### src/rtl/dem_down_timer_if.sv
// Control/status bundle for dem_down_timer.
//   load, min_in, sec_in  : load request and minutes/seconds load values
//   start, pause          : run control
//   min_q, sec_q          : current registered minutes/seconds
//   running               : high while counting
//   br                    : one-cycle borrow pulse (seconds wrapped 00->59)
//   done                  : one-cycle pulse on reaching 00:00
// master drives the controls (system side), slave is the timer.
interface dem_down_timer_if;
    logic       load;
    logic [5:0] min_in;
    logic [5:0] sec_in;
    logic       start;
    logic       pause;
    logic [5:0] min_q;
    logic [5:0] sec_q;
    logic       running;
    logic       br;
    logic       done;

    modport master (
        output load, min_in, sec_in, start, pause,
        input  min_q, sec_q, running, br, done
    );

    modport slave (
        input  load, min_in, sec_in, start, pause,
        output min_q, sec_q, running, br, done
    );
endinterface

### src/rtl/dem_down_timer.sv
// Loadable minutes:seconds countdown timer.
//   clk  : system clock, rising edge
//   rst  : synchronous active-high reset
//   bus  : dem_down_timer_if.slave (load/min_in/sec_in/start/pause in,
//          min_q/sec_q/running/br/done out)
// A prescaler divides clk into second ticks; seconds decrement and borrow
// from minutes. Input priority within a cycle: rst > load > pause > start.
module dem_down_timer #(
    parameter int TICK_DIV = 20,
    parameter int MAX_VAL  = 59
) (
    input  logic                  clk,
    input  logic                  rst,
    dem_down_timer_if.slave       bus
);
    localparam int PW = $clog2(TICK_DIV);

    typedef enum logic [1:0] {IDLE, RUN, PAUSE, DONE} state_t;

    state_t        state, state_n;
    logic [PW-1:0] pre, pre_n;
    logic [5:0]    min_r, min_n, sec_r, sec_n;
    logic          br_n, done_n;
    logic          running_r, br_r, done_r;
    logic [5:0]    min_sat, sec_sat;
    logic          is_zero, tick;

    assign min_sat = (bus.min_in > 6'(MAX_VAL)) ? 6'(MAX_VAL) : bus.min_in;
    assign sec_sat = (bus.sec_in > 6'(MAX_VAL)) ? 6'(MAX_VAL) : bus.sec_in;
    assign is_zero = (min_r == '0) && (sec_r == '0);
    assign tick    = (pre == PW'(TICK_DIV - 1));

    always_ff @(posedge clk) begin
        if (rst) begin
            state     <= IDLE;
            pre       <= '0;
            min_r     <= '0;
            sec_r     <= '0;
            running_r <= 1'b0;
            br_r      <= 1'b0;
            done_r    <= 1'b0;
        end else begin
            state     <= state_n;
            pre       <= pre_n;
            min_r     <= min_n;
            sec_r     <= sec_n;
            running_r <= (state_n == RUN);
            br_r      <= br_n;
            done_r    <= done_n;
        end
    end

    always_comb begin
        state_n = state;
        pre_n   = pre;
        min_n   = min_r;
        sec_n   = sec_r;
        br_n    = 1'b0;
        done_n  = 1'b0;
        case (state)
            IDLE, PAUSE: begin
                if (bus.load) begin
                    min_n   = min_sat;
                    sec_n   = sec_sat;
                    pre_n   = '0;
                    state_n = IDLE;
                end else if (bus.pause && state == PAUSE) begin
                    state_n = PAUSE;
                end else if (bus.start) begin
                    if (is_zero) begin
                        state_n = DONE;
                        done_n  = 1'b1;
                    end else begin
                        state_n = RUN;
                    end
                end
            end
            RUN: begin
                // Pause freezes the prescaler phase and suppresses a
                // coincident tick; load is ignored while running.
                if (bus.pause) begin
                    state_n = PAUSE;
                end else if (tick) begin
                    pre_n = '0;
                    if (sec_r != '0) begin
                        sec_n = sec_r - 6'd1;
                    end else if (min_r != '0) begin
                        sec_n = 6'(MAX_VAL);
                        min_n = min_r - 6'd1;
                        br_n  = 1'b1;
                    end
                    if (min_n == '0 && sec_n == '0) begin
                        state_n = DONE;
                        done_n  = 1'b1;
                    end
                end else begin
                    pre_n = pre + PW'(1);
                end
            end
            DONE: begin
                if (bus.load) begin
                    min_n   = min_sat;
                    sec_n   = sec_sat;
                    pre_n   = '0;
                    state_n = IDLE;
                end
            end
            default: state_n = IDLE;
        endcase
    end

    assign bus.min_q   = min_r;
    assign bus.sec_q   = sec_r;
    assign bus.running = running_r;
    assign bus.br      = br_r;
    assign bus.done    = done_r;
endmodule

### src/flat_wrapper.sv
// flat-port wrapper written by rule: the top's interface ports become plain ports
module dem_down_timer_flat 
#(
    parameter int TICK_DIV = 20,
    parameter int MAX_VAL  = 59
)
  (clk, rst, bus_load, bus_min_in, bus_sec_in, bus_start, bus_pause, bus_min_q, bus_sec_q, bus_running, bus_br, bus_done);
  dem_down_timer_if bus_i ();
  input  logic clk;
  input  logic rst;
  input wire logic [$bits(bus_i.load)-1:0] bus_load;
  input wire logic [$bits(bus_i.min_in)-1:0] bus_min_in;
  input wire logic [$bits(bus_i.sec_in)-1:0] bus_sec_in;
  input wire logic [$bits(bus_i.start)-1:0] bus_start;
  input wire logic [$bits(bus_i.pause)-1:0] bus_pause;
  output wire logic [$bits(bus_i.min_q)-1:0] bus_min_q;
  output wire logic [$bits(bus_i.sec_q)-1:0] bus_sec_q;
  output wire logic [$bits(bus_i.running)-1:0] bus_running;
  output wire logic [$bits(bus_i.br)-1:0] bus_br;
  output wire logic [$bits(bus_i.done)-1:0] bus_done;
  assign bus_i.load = bus_load;
  assign bus_i.min_in = bus_min_in;
  assign bus_i.sec_in = bus_sec_in;
  assign bus_i.start = bus_start;
  assign bus_i.pause = bus_pause;
  assign bus_min_q = bus_i.min_q;
  assign bus_sec_q = bus_i.sec_q;
  assign bus_running = bus_i.running;
  assign bus_br = bus_i.br;
  assign bus_done = bus_i.done;
  dem_down_timer #(.TICK_DIV(TICK_DIV), .MAX_VAL(MAX_VAL)) u_core (.clk(clk), .rst(rst), .bus(bus_i));
endmodule
### config.mk
export PLATFORM = sky130hd
export DESIGN_NAME = dem_down_timer_flat
export DESIGN_NICKNAME = d
export VERILOG_FILES = /design/src/rtl/dem_down_timer_if.sv /design/src/rtl/dem_down_timer.sv /design/src/flat_wrapper.sv
export SDC_FILE = /design/constraint.sdc
export NUM_CORES = 1
export LEC_CHECK = 0
export ABC_CLOCK_PERIOD_IN_PS = 2700
export BUFFER_PORTS_ARGS = -buffer_cell sky130_fd_sc_hd__buf_2
export CORE_ASPECT_RATIO = 1.2
export CORE_MARGIN = 2
export CORE_UTILIZATION = 40
export CTS_CLUSTER_DIAMETER = 100
export DETAILED_ROUTE_END_ITERATION = 7
export PLACE_DENSITY = 0.62
export SETUP_SLACK_MARGIN = 0.05
export SYNTH_ARGS = -nofsm -noshare
export SYNTH_HDL_FRONTEND = slang
export SYNTH_SLANG_ARGS = --single-unit
### constraint.sdc
create_clock -name clk -period 2.7 [get_ports clk]
set_clock_uncertainty 0.05 [all_clocks]
set_input_delay 0.54 -clock clk [delete_from_list [all_inputs] [get_ports clk]]
set_output_delay 0.54 -clock clk [all_outputs]
set_load 0.01 [all_outputs]
==> metrics.md <==
| Metric | Value |
|---|---|
| Status | `finished clean` |
| Share of the synthesized area in the top cell type | `28.8%` |
| CTS buffer count | `3` |
| Synth Register Bits | `22` |
| CTS clk-pin slew, worst paths | `0.09 ns` |
| Clk buf depth | `2` |
| Crit start category | `register` |
| Total Wirelength | `4150 um` |
| Area Growth Syn to Fin | `17.4%` |
| First-pass GRT wire length | `7000 um` |
| Commonest non-fill, non-tap cell in the layout | `buf_2` |
| Max IR drop VDD | `0.202 mV` |
| Final Hold Fails | `0` |
| Switching power | `340 uW` |
| Hold Path Class | `register to register` |
| PwrDens | `529 mW/mm^2` |
| Post-DP HPWL | `3010 um` |
| Fin crit share | `89.8%` |
| Setup repair bufs after CTS | `0` |
| Maxcap violations | `0` |
| Site Rows | `24` |
| Mapped Area | `0.00153 sq mm` |
| Setup_tns | `0 ns` |
| Clock latency on the worst-skew pair | `0.27 ns` |
| Seq/Total Area, Yosys | `28.8%` |
| GRT busiest layer | `met2` |
| EDFF count, synth | `0` |
| Core Box Area | `0.00366 sq mm` |
| Top FF cell, synth | `dfxtp_1` |
| Logic pwr share | `34.3%` |
| Synth Instances | `193` |
| RSZ-0062 raised after global routing | `no` |
| Crit Path Max Fanout | `6` |
| Critical Path AT | `2.54 ns` |
| Setup Crit Path Kind | `register to register` |
| Ys async rst share | `0%` |
| Layout cells sized above 1 | `23.8%` |
| Synth top area cells | `dfxtp_1 (29%), nor2_1 (4.7%), a21oi_1 (4.3%), nand2_1 (3.2%), nor3_1 (2.9%)` |
| Cts repair resizes | `0` |
| Slew Limit Fails | `0` |
| Root Buffer | `clkbuf_8` |
| Synth warn | `0` |
| Global Route met2 Usage | `33.9%` |
| Clock share of power | `25.8%` |
| Routing usage on met1 | `28.4%` |
| WL per Instance | `15.1 um` |
| Tot Pwr | `951 uW` |
| Vias in the first global route | `1499` |
| Worst setup EP type | `register` |
| Most frequent cells in the layout | `buf_2 (31), dfxtp_1 (22), nor2_1 (19)` |
| Largest net degree at the start of global routing | `24` |
| Fmax | `0.413 GHz` |
| CTS sink count | `22` |
| Initial antenna violation count | `0` |
| CTS tree | `yes` |
| Antenna Cells | `0` |
| Die Span Y | `71.8 um` |
| Critical path required time | `2.82 ns` |
| Pint | `612 uW` |
| Drt drc | `0` |
| All-Layer GR Usage | `20.8%` |
| Routability Congestion | `0.856` |
| Post-detailed-route count of antenna-violating nets | `0` |
| Worst-margin pin slew | `0.613 ns` |
| DR iter-0 viols | `76` |
| Via Count | `1564` |
| Io pins | `32` |
| Switching part of the total power | `35.7%` |
| Die W | `60.5 um` |
| Remaining global-route overflow | `0` |
| DRT Pass-1 Iters | `4` |
| CTS H-tree lvls | `1` |
| Leakage | `0.740 nW` |
| Synth unique cells | `60` |
| Final Critical Period | `2.42 ns` |
| Starting Density | `41.8%` |
| Die area | `0.00434 sq mm` |
| Syn Area/Cell | `7.93 sq um` |
| Post-CTS Hold Buffers | `0` |
| Final setup viols | `0` |
| Seq pwr share | `40.0%` |
| M3 GR Usage | `2.71%` |
| Top cell type by total area after synthesis | `dfxtp_1` |
| I/O Buffers | `31` |
| Slew margin rel. | `58.6%` |
| Layout Nets | `244` |
| Syn nets | `213` |
| Avg Vias per Cell | `5.69` |
through the flow:
step	std cells	hold WS [ns]	utilization (%)	instance area, sq um	setup slack [ns]
after floorplan	193	0.442	-	1530	0.397
after detailed placement	271	0.455	47.5	1740	0.308
after global placement	271	0.446	47.5	1740	0.346
after global routing	275	0.491	49.0	1800	0.180
final	275	0.471	49.0	1800	0.276
after CTS	275	0.468	49.0	1800	0.287
worst max-delay path: stages (launching register included):
cell and delay, ns:
dfxtp_1 0.36, inv_1 0.09, ha_1 0.25, or4b_1 0.44, or4_1 0.54, and3_1 0.19
and4_1 0.22, a21bo_2 0.19
sequential cells by signal, summed over array words and instances (netlist names):
name,flops
u_core.bus.min_q,6
u_core.bus.sec_q,6
u_core.pre,5
u_core.state,2
u_core.bus.br,1
u_core.bus.done,1
u_core.bus.running,1
power groups by stage:
stage	clock network (mW)	registers [mW]	logic, mW
final	0.245	0.380	0.326
after CTS	0.254	0.380	0.324
after detailed placement	0	0.387	0.322
after global placement	0	0.387	0.322
after global routing	0.263	0.384	0.364
after floorplan	0	0.385	0.235
cell usage after synthesis, types with 3 or more instances:
cell type / instances
a211oi_1: 5
a21oi_1: 13
clkbuf_1: 8
dfxtp_1: 22
ha_1: 3
inv_1: 7
nand2_1: 13
nand2b_1: 6
nand3_1: 3
nand4_1: 4
nor2_1: 19
nor2b_1: 4
nor3_1: 9
nor4_1: 5
o211ai_1: 4
o21ai_0: 8
or4_1: 4
xor2_1: 5
final timing paths:
kind | startpoint | end | slack, ns | depth (start not counted)
hold reg to reg | u_core.bus.min_q[3]$_SDFFE_PP0P_ | u_core.bus.min_q[3]$_SDFFE_PP0P_ | 0.47 | 2
setup / recovery | u_core.bus.min_q[0]$_SDFFE_PP0P_ | u_core.bus.done$_SDFF_PP0_ | 0.28 | 7
hold / removal | u_core.bus.min_q[3]$_SDFFE_PP0P_ | u_core.bus.min_q[3]$_SDFFE_PP0P_ | 0.47 | 2
setup reg to reg | u_core.bus.min_q[0]$_SDFFE_PP0P_ | u_core.bus.done$_SDFF_PP0_ | 0.28 | 7
cell type report:
class / count / area [sq um]
clock buffers: 4 / 55.1
fillers: 390 / 1870
inverters: 7 / 26.3
multi-input cells: 151 / 995
flip-flops and latches: 22 / 440
well taps: 52 / 65.1
repair buffers: 39 / 215
logic make-up after synthesis:
| kind of cell | synth area share [%] |
|---|---|
| AOI/OAI and AO/OA | 26.9 |
| DFF | 28.8 |
| and+or+nand+nor | 31.5 |
| buffers and inverters | 6.21 |
| adders and majority gates | 2.45 |
| xor gates and xnor gates | 2.86 |
| muxes | 1.31 |
routing by layer:
| metal | up-vias | part of all wire, % |
|---|---|---|
| li1 | 787 | - |
| met4 | 0 | 1.5 |
| met2 | 25 | 50 |
| met5 | - | 0 |
| met3 | 7 | 3.3 |
| met1 | 745 | 46 |
(Power assumes the default switching activity.)
